==> src/rtl/adc_sync_monitor_nch_if.sv <==
// adc_sync_monitor_nch_if: sample bus, check control and result signals of the sync monitor
interface adc_sync_monitor_nch_if #(
  parameter int ADC_DATA_WIDTH = 8,
  parameter int LANES_PER_CH = 8,
  parameter int NUM_CH = 4,
  parameter int CNT_WIDTH = 16
);
  logic [NUM_CH*LANES_PER_CH*ADC_DATA_WIDTH-1:0] adc_data_i;
  logic [1:0] mode_i;
  logic [CNT_WIDTH-1:0] window_len_i;
  logic start_i;
  logic busy_o;
  logic done_o;
  logic sync_ok_o;
  logic [CNT_WIDTH-1:0] mismatch_cnt_o;
  logic [$clog2(NUM_CH)-1:0] first_fail_o;
  modport master (
    output adc_data_i, mode_i, window_len_i, start_i,
    input busy_o, done_o, sync_ok_o, mismatch_cnt_o, first_fail_o
  );
  modport slave (
    input adc_data_i, mode_i, window_len_i, start_i,
    output busy_o, done_o, sync_ok_o, mismatch_cnt_o, first_fail_o
  );
endinterface

==> src/rtl/adc_sync_monitor_nch.sv <==
// adc_sync_monitor_nch: windowed N-channel ADC lane alignment checker
module adc_sync_monitor_nch #(
  parameter int ADC_DATA_WIDTH = 8,
  parameter int LANES_PER_CH = 8,
  parameter int NUM_CH = 4,
  parameter int CNT_WIDTH = 16
) (
  input logic clk,
  input logic rst,
  adc_sync_monitor_nch_if.slave bus
);
  localparam int W = ADC_DATA_WIDTH;
  localparam int CW = ADC_DATA_WIDTH * LANES_PER_CH;
  localparam int FW = $clog2(NUM_CH);
  typedef enum logic [1:0] {IDLE, FLUSH, RUN, DONE} state_t;
  state_t st;
  logic [NUM_CH*CW-1:0] s1;
  logic [NUM_CH-1:0] mv, mv_q;
  logic [W-1:0] lane0 [NUM_CH];
  logic [W-1:0] ch0_l1;
  logic [1:0] mode_q;
  logic [CNT_WIDTH-1:0] len_q, wcnt, mcnt, wcnt_nx, mcnt_nx;
  logic flush_q, seen_q, fail;
  logic [FW-1:0] low_idx, ff_q, ff_nx;
  logic unused_lanes;
  assign unused_lanes = ^s1;
  always_comb begin
    for (int c = 0; c < NUM_CH; c++) lane0[c] = s1[c*CW +: W];
    ch0_l1 = s1[W +: W];
    mv = '1;
    mv[1] = (mode_q == 2'd0) ? lane0[1] == lane0[0] : ch0_l1 == lane0[1];
    for (int c = 2; c < NUM_CH; c++)
      mv[c] = lane0[c] == ((mode_q == 2'd1) ? lane0[c-2] : (mode_q == 2'd2) ? lane0[1] : lane0[0]);
  end
  always_comb begin
    low_idx = '0;
    for (int c = NUM_CH - 1; c >= 0; c--) if (!mv_q[c]) low_idx = FW'(c);
  end
  assign fail = ~&mv_q;
  assign wcnt_nx = wcnt + CNT_WIDTH'(1);
  assign mcnt_nx = (fail && ~&mcnt) ? mcnt + CNT_WIDTH'(1) : mcnt;
  assign ff_nx = (fail && !seen_q) ? low_idx : ff_q;
  always_ff @(posedge clk) begin
    s1 <= bus.adc_data_i;
    mv_q <= mv;
    if (rst) begin
      st <= IDLE;
      bus.busy_o <= 1'b0;
      bus.done_o <= 1'b0;
      bus.sync_ok_o <= 1'b0;
      bus.mismatch_cnt_o <= '0;
      bus.first_fail_o <= '0;
      mode_q <= 2'd0;
      len_q <= '0;
      wcnt <= '0;
      mcnt <= '0;
      ff_q <= '0;
      seen_q <= 1'b0;
      flush_q <= 1'b0;
    end else begin
      bus.done_o <= 1'b0;
      case (st)
        IDLE: if (bus.start_i) begin
          st <= FLUSH;
          bus.busy_o <= 1'b1;
          mode_q <= (bus.mode_i == 2'd3) ? 2'd0 : bus.mode_i;
          len_q <= (bus.window_len_i == '0) ? CNT_WIDTH'(1) : bus.window_len_i;
          wcnt <= '0;
          mcnt <= '0;
          ff_q <= '0;
          seen_q <= 1'b0;
          flush_q <= 1'b0;
        end
        FLUSH: begin
          flush_q <= 1'b1;
          st <= flush_q ? RUN : FLUSH;
        end
        RUN: begin
          wcnt <= wcnt_nx;
          mcnt <= mcnt_nx;
          ff_q <= ff_nx;
          seen_q <= seen_q | fail;
          if (wcnt_nx == len_q) begin
            st <= DONE;
            bus.done_o <= 1'b1;
            bus.sync_ok_o <= mcnt_nx == '0;
            bus.mismatch_cnt_o <= mcnt_nx;
            bus.first_fail_o <= ff_nx;
          end
        end
        default: begin
          st <= IDLE;
          bus.busy_o <= 1'b0;
        end
      endcase
    end
  end
endmodule

==> src/flat_wrapper.sv <==
// flat-port wrapper written by rule: the top's interface ports become plain ports
module adc_sync_monitor_nch_flat 
#(
  parameter int ADC_DATA_WIDTH = 8,
  parameter int LANES_PER_CH = 8,
  parameter int NUM_CH = 4,
  parameter int CNT_WIDTH = 16
)
  (clk, rst, bus_adc_data_i, bus_mode_i, bus_window_len_i, bus_start_i, bus_busy_o, bus_done_o, bus_sync_ok_o, bus_mismatch_cnt_o, bus_first_fail_o);
  adc_sync_monitor_nch_if #(.ADC_DATA_WIDTH(ADC_DATA_WIDTH), .LANES_PER_CH(LANES_PER_CH), .NUM_CH(NUM_CH), .CNT_WIDTH(CNT_WIDTH)) bus_i ();
  input logic clk;
  input logic rst;
  input wire logic [$bits(bus_i.adc_data_i)-1:0] bus_adc_data_i;
  input wire logic [$bits(bus_i.mode_i)-1:0] bus_mode_i;
  input wire logic [$bits(bus_i.window_len_i)-1:0] bus_window_len_i;
  input wire logic [$bits(bus_i.start_i)-1:0] bus_start_i;
  output wire logic [$bits(bus_i.busy_o)-1:0] bus_busy_o;
  output wire logic [$bits(bus_i.done_o)-1:0] bus_done_o;
  output wire logic [$bits(bus_i.sync_ok_o)-1:0] bus_sync_ok_o;
  output wire logic [$bits(bus_i.mismatch_cnt_o)-1:0] bus_mismatch_cnt_o;
  output wire logic [$bits(bus_i.first_fail_o)-1:0] bus_first_fail_o;
  assign bus_i.adc_data_i = bus_adc_data_i;
  assign bus_i.mode_i = bus_mode_i;
  assign bus_i.window_len_i = bus_window_len_i;
  assign bus_i.start_i = bus_start_i;
  assign bus_busy_o = bus_i.busy_o;
  assign bus_done_o = bus_i.done_o;
  assign bus_sync_ok_o = bus_i.sync_ok_o;
  assign bus_mismatch_cnt_o = bus_i.mismatch_cnt_o;
  assign bus_first_fail_o = bus_i.first_fail_o;
  adc_sync_monitor_nch #(.ADC_DATA_WIDTH(ADC_DATA_WIDTH), .LANES_PER_CH(LANES_PER_CH), .NUM_CH(NUM_CH), .CNT_WIDTH(CNT_WIDTH)) u_core (.clk(clk), .rst(rst), .bus(bus_i));
endmodule
==> config.mk <==
export PLATFORM = sky130hd
export DESIGN_NAME = adc_sync_monitor_nch_flat
export DESIGN_NICKNAME = d
export VERILOG_FILES = /design/src/rtl/adc_sync_monitor_nch_if.sv /design/src/rtl/adc_sync_monitor_nch.sv /design/src/flat_wrapper.sv
export SDC_FILE = /design/constraint.sdc
export NUM_CORES = 1
export LEC_CHECK = 0
export CORE_MARGIN = 10
export CORE_UTILIZATION = 34
export DETAILED_ROUTE_END_ITERATION = 12
export GPL_TIMING_DRIVEN = 0
export HOLD_SLACK_MARGIN = 0.06
export PLACE_DENSITY = 0.71
export SYNTH_ARGS = -nofsm -noshare
export SYNTH_HDL_FRONTEND = slang
export SYNTH_SLANG_ARGS = --single-unit
==> constraint.sdc <==
create_clock -name clk -period 3.4 [get_ports clk]
set_input_delay 0.68 -clock clk [delete_from_list [all_inputs] [get_ports clk]]
set_output_delay 0.68 -clock clk [all_outputs]
set_load 0.01 [all_outputs]
==> impl_metrics.ini <==
[routing]
wl_microns = 15200
viasPerCell = 5.247
first_pass_iters = 6
drtIter0Drc = 358
vias = 5063
drtAntennaViolNets = 0
drcViolationCount = 0
avgRoutedWirePerCell_microns = 15.75

[clock_tree]
ctsHoldBuffers = 0
cts_buffers = 17
cts_tree = built
clock-sinks = 120
htree_num_levels = 4
cts.reportedPaths.clkPinSlew_ns = 0.06
clkLatencyLatePin_ns = 0.41
cts_buffer_depth = 2
root_buffer = clkbuf_16

[timing]
fin_ws_ns = 0.3616
period_needed_ns = 3.038
setup_tns_ns = 0
tightest_slew_ns = 1.043
setup_viol = 0
fmax_mhz = 329.1
rsz0062_at_grt = false
hold_ws_ns = 0.4669
post-route-period-util = 0.8936
hold_violations = 0
skew_ns = 0.005658
slew_headroom = 0.3045
timing.final.max_slew_violations = 0

[global_route]
grt_overflow_total = 0
grt_max_degree = 17
grt_pass1_vias = 4919
grt_first_pass_wirelength_microns = 24650
antenna_found_initial = 0
grt_use_total = 0.1387

[placement]
dp.cells = 932
dpl.hpwl_microns = 11400
portBuffers = 80
place_congestion = 0.9303
place_ws_ns = 0.2704

[final_layout]
drive_above_1_share = 0.08011
stdcell_count = 965
final_net_count = 1020
syn2layout_area_growth_pct = 29.43
num_antenna_cells = 0

[status]
status = completed

[floorplanning]
core_sq_um = 15940
die_y_microns = 147.9
start_util = 0.3491
fp-row-count = 46
ios = 298
fp.dieW_microns = 147.9
die_area_sq_um = 21890

[power_and_ir_drop]
leakage_nw = 2.627
p_clk_frac = 0.468
switchingPower_mw = 0.9036
ir_worst_vdd_uv = 421.6
combPwrFrac = 0.107
internal_power_mw = 2.632
power_density_nw_per_um2 = 490.9
pwr-share-seq = 0.424
switching_share = 0.2555
power.total_mw = 3.536

[logic_synthesis]
synthDistinctLibCells = 60
yosysWarnings = 0
avgSynthCellArea_sq_um = 8.751
ys_seq_area_frac = 0.4317
synth_nets = 919
netlist_area_sq_um = 5565
synth_async_sr_flop_share = 0
ys.flop_type = dfxtp_1
postSynthCellCount = 636
synth_edf_count = 0
synth.ff_latch_count = 120

[run]
maxCapViolations = 0

[setup_path]
critPathMaxFanout = 10
cp.required_ns = 3.68
worstSetupEndpointType = register
crit_arrival_ns = 3.32
crit_type = register to register
cp-start-kind = register

[worst_hold_path]
hold_path_class = register to register
## layer usage
| layer | share of wire | vias up | routed length [microns] | GRT usage |
|---|---|---|---|---|
| li1 | - | 2500 | - | - |
| met1 | 0.48 | 2357 | 7295 | 0.1808 |
| met2 | 0.40 | 191 | 6101 | 0.1979 |
| met3 | 0.11 | 15 | 1631 | 0.06532 |
| met4 | 0.011 | 0 | 173 | 0.04212 |
| met5 | 0 | - | 0 | 0 |
## cell type report
class,instances,area (sq um)
plain buffers,39,182.7
clock inverters,14,126.4
inverters,10,37.54
well taps,216,270.3
clock buffers,17,425.4
flip-flops and latches,120,2402
multi-input cells,467,2943
repair buffers,82,815.8
fillers,1547,8740
## cells in the final DEF (no fill, tap or decap), drive strengths merged, types with 11 or more instances in the layout
master           n
clkdlybuf4s50   80
a22oi           16
nand4           18
o21ai           26
dfxtp          120
nand3           17
xnor2           15
inv             11
or3             11
clkbuf          42
buf             16
nand2           62
mux2i           29
xor2            39
nor3            35
nor2            56
a21oi           61
## path summary, 6_finish.rpt
path,start,to,slack (ns),cells past startpoint
setup / recovery,u_core.st[0],u_core.wcnt[6],0.36,9
hold / removal,u_core.len_q[4],u_core.len_q[4],0.47,2
setup reg to reg,u_core.st[0],u_core.wcnt[6],0.36,9
hold reg to reg,u_core.len_q[4],u_core.len_q[4],0.47,2
## flip-flops by register name, summed over array words and instances (netlist names)
| register | flops |
|---|---|
| u_core.bus.done_o | 1 |
| u_core.mcnt | 16 |
| u_core.mode_q | 2 |
| u_core.mv_q | 3 |
| u_core.bus.sync_ok_o | 1 |
| u_core.bus.mismatch_cnt_o | 16 |
| u_core.seen_q | 1 |
| u_core.st | 2 |
| u_core.wcnt | 16 |
| u_core.bus.first_fail_o | 2 |
| u_core.len_q | 16 |
| u_core.flush_q | 1 |
| u_core.ff_q | 2 |
| u_core.bus.busy_o | 1 |
| u_core.s1 | 40 |
## power groups by stage
stage	clock [mW]	combinational, mW	sequential (mW)
floorplan	0	0.229	1.52
global placement	0	0.370	1.53
detailed placement	0	0.374	1.53
CTS	1.69	0.378	1.50
global route	1.74	0.424	1.50
finish	1.66	0.380	1.50
## synthesized netlist by cell type (15+ instances only)
cell type / number / area [sq um]
nor3_1: 35 / 175.2
clkbuf_1: 24 / 90.09
nand3_1: 17 / 85.08
dfxtp_1: 120 / 2402
o21ai_0: 25 / 125.1
a22oi_1: 16 / 120.1
a21oi_1: 61 / 305.3
xor2_1: 39 / 341.6
nor2_1: 55 / 206.5
nand2_1: 62 / 232.7
xnor2_1: 15 / 131.4
mux2i_1: 29 / 290.3
## critical path: stages, from the launching register on
cell and delay, ns:
dfxtp_1 0.33, inv_1 0.10, ha_1 0.15, clkbuf_1 0.36, clkinv_1 0.48, o21ai_0 0.64, clkbuf_1 0.45, o21ai_0 0.17
a21oi_1 0.18, nor2_1 0.05
## stage by stage
stage                 util  instance area [sq um]
finish              0.4518                   7203
global route        0.4518                   7203
CTS                 0.4509                   7188
detailed placement  0.4163                   6636
global placement    0.4163                   6636
floorplan                -                   5565
## timing repair
item | CTS | global route
hold endpoints to repair | 0 | 0
setup endpoints to repair | 0 | 7
gates resized for setup | 0 | 0
buffers inserted | 0 | 2
## cells by family after synthesis
group	Yosys count	synth area share
AND/OR/NAND/NOR	235	0.2154
AO/OA/AOI/OAI	142	0.1607
flip-flops	120	0.4317
XOR/XNOR	54	0.08498
buffers and inverters	49	0.03957
multiplexers	30	0.05418
adder cells (fa/ha/maj)	6	0.01349
Power figures use the tool's default switching activity.
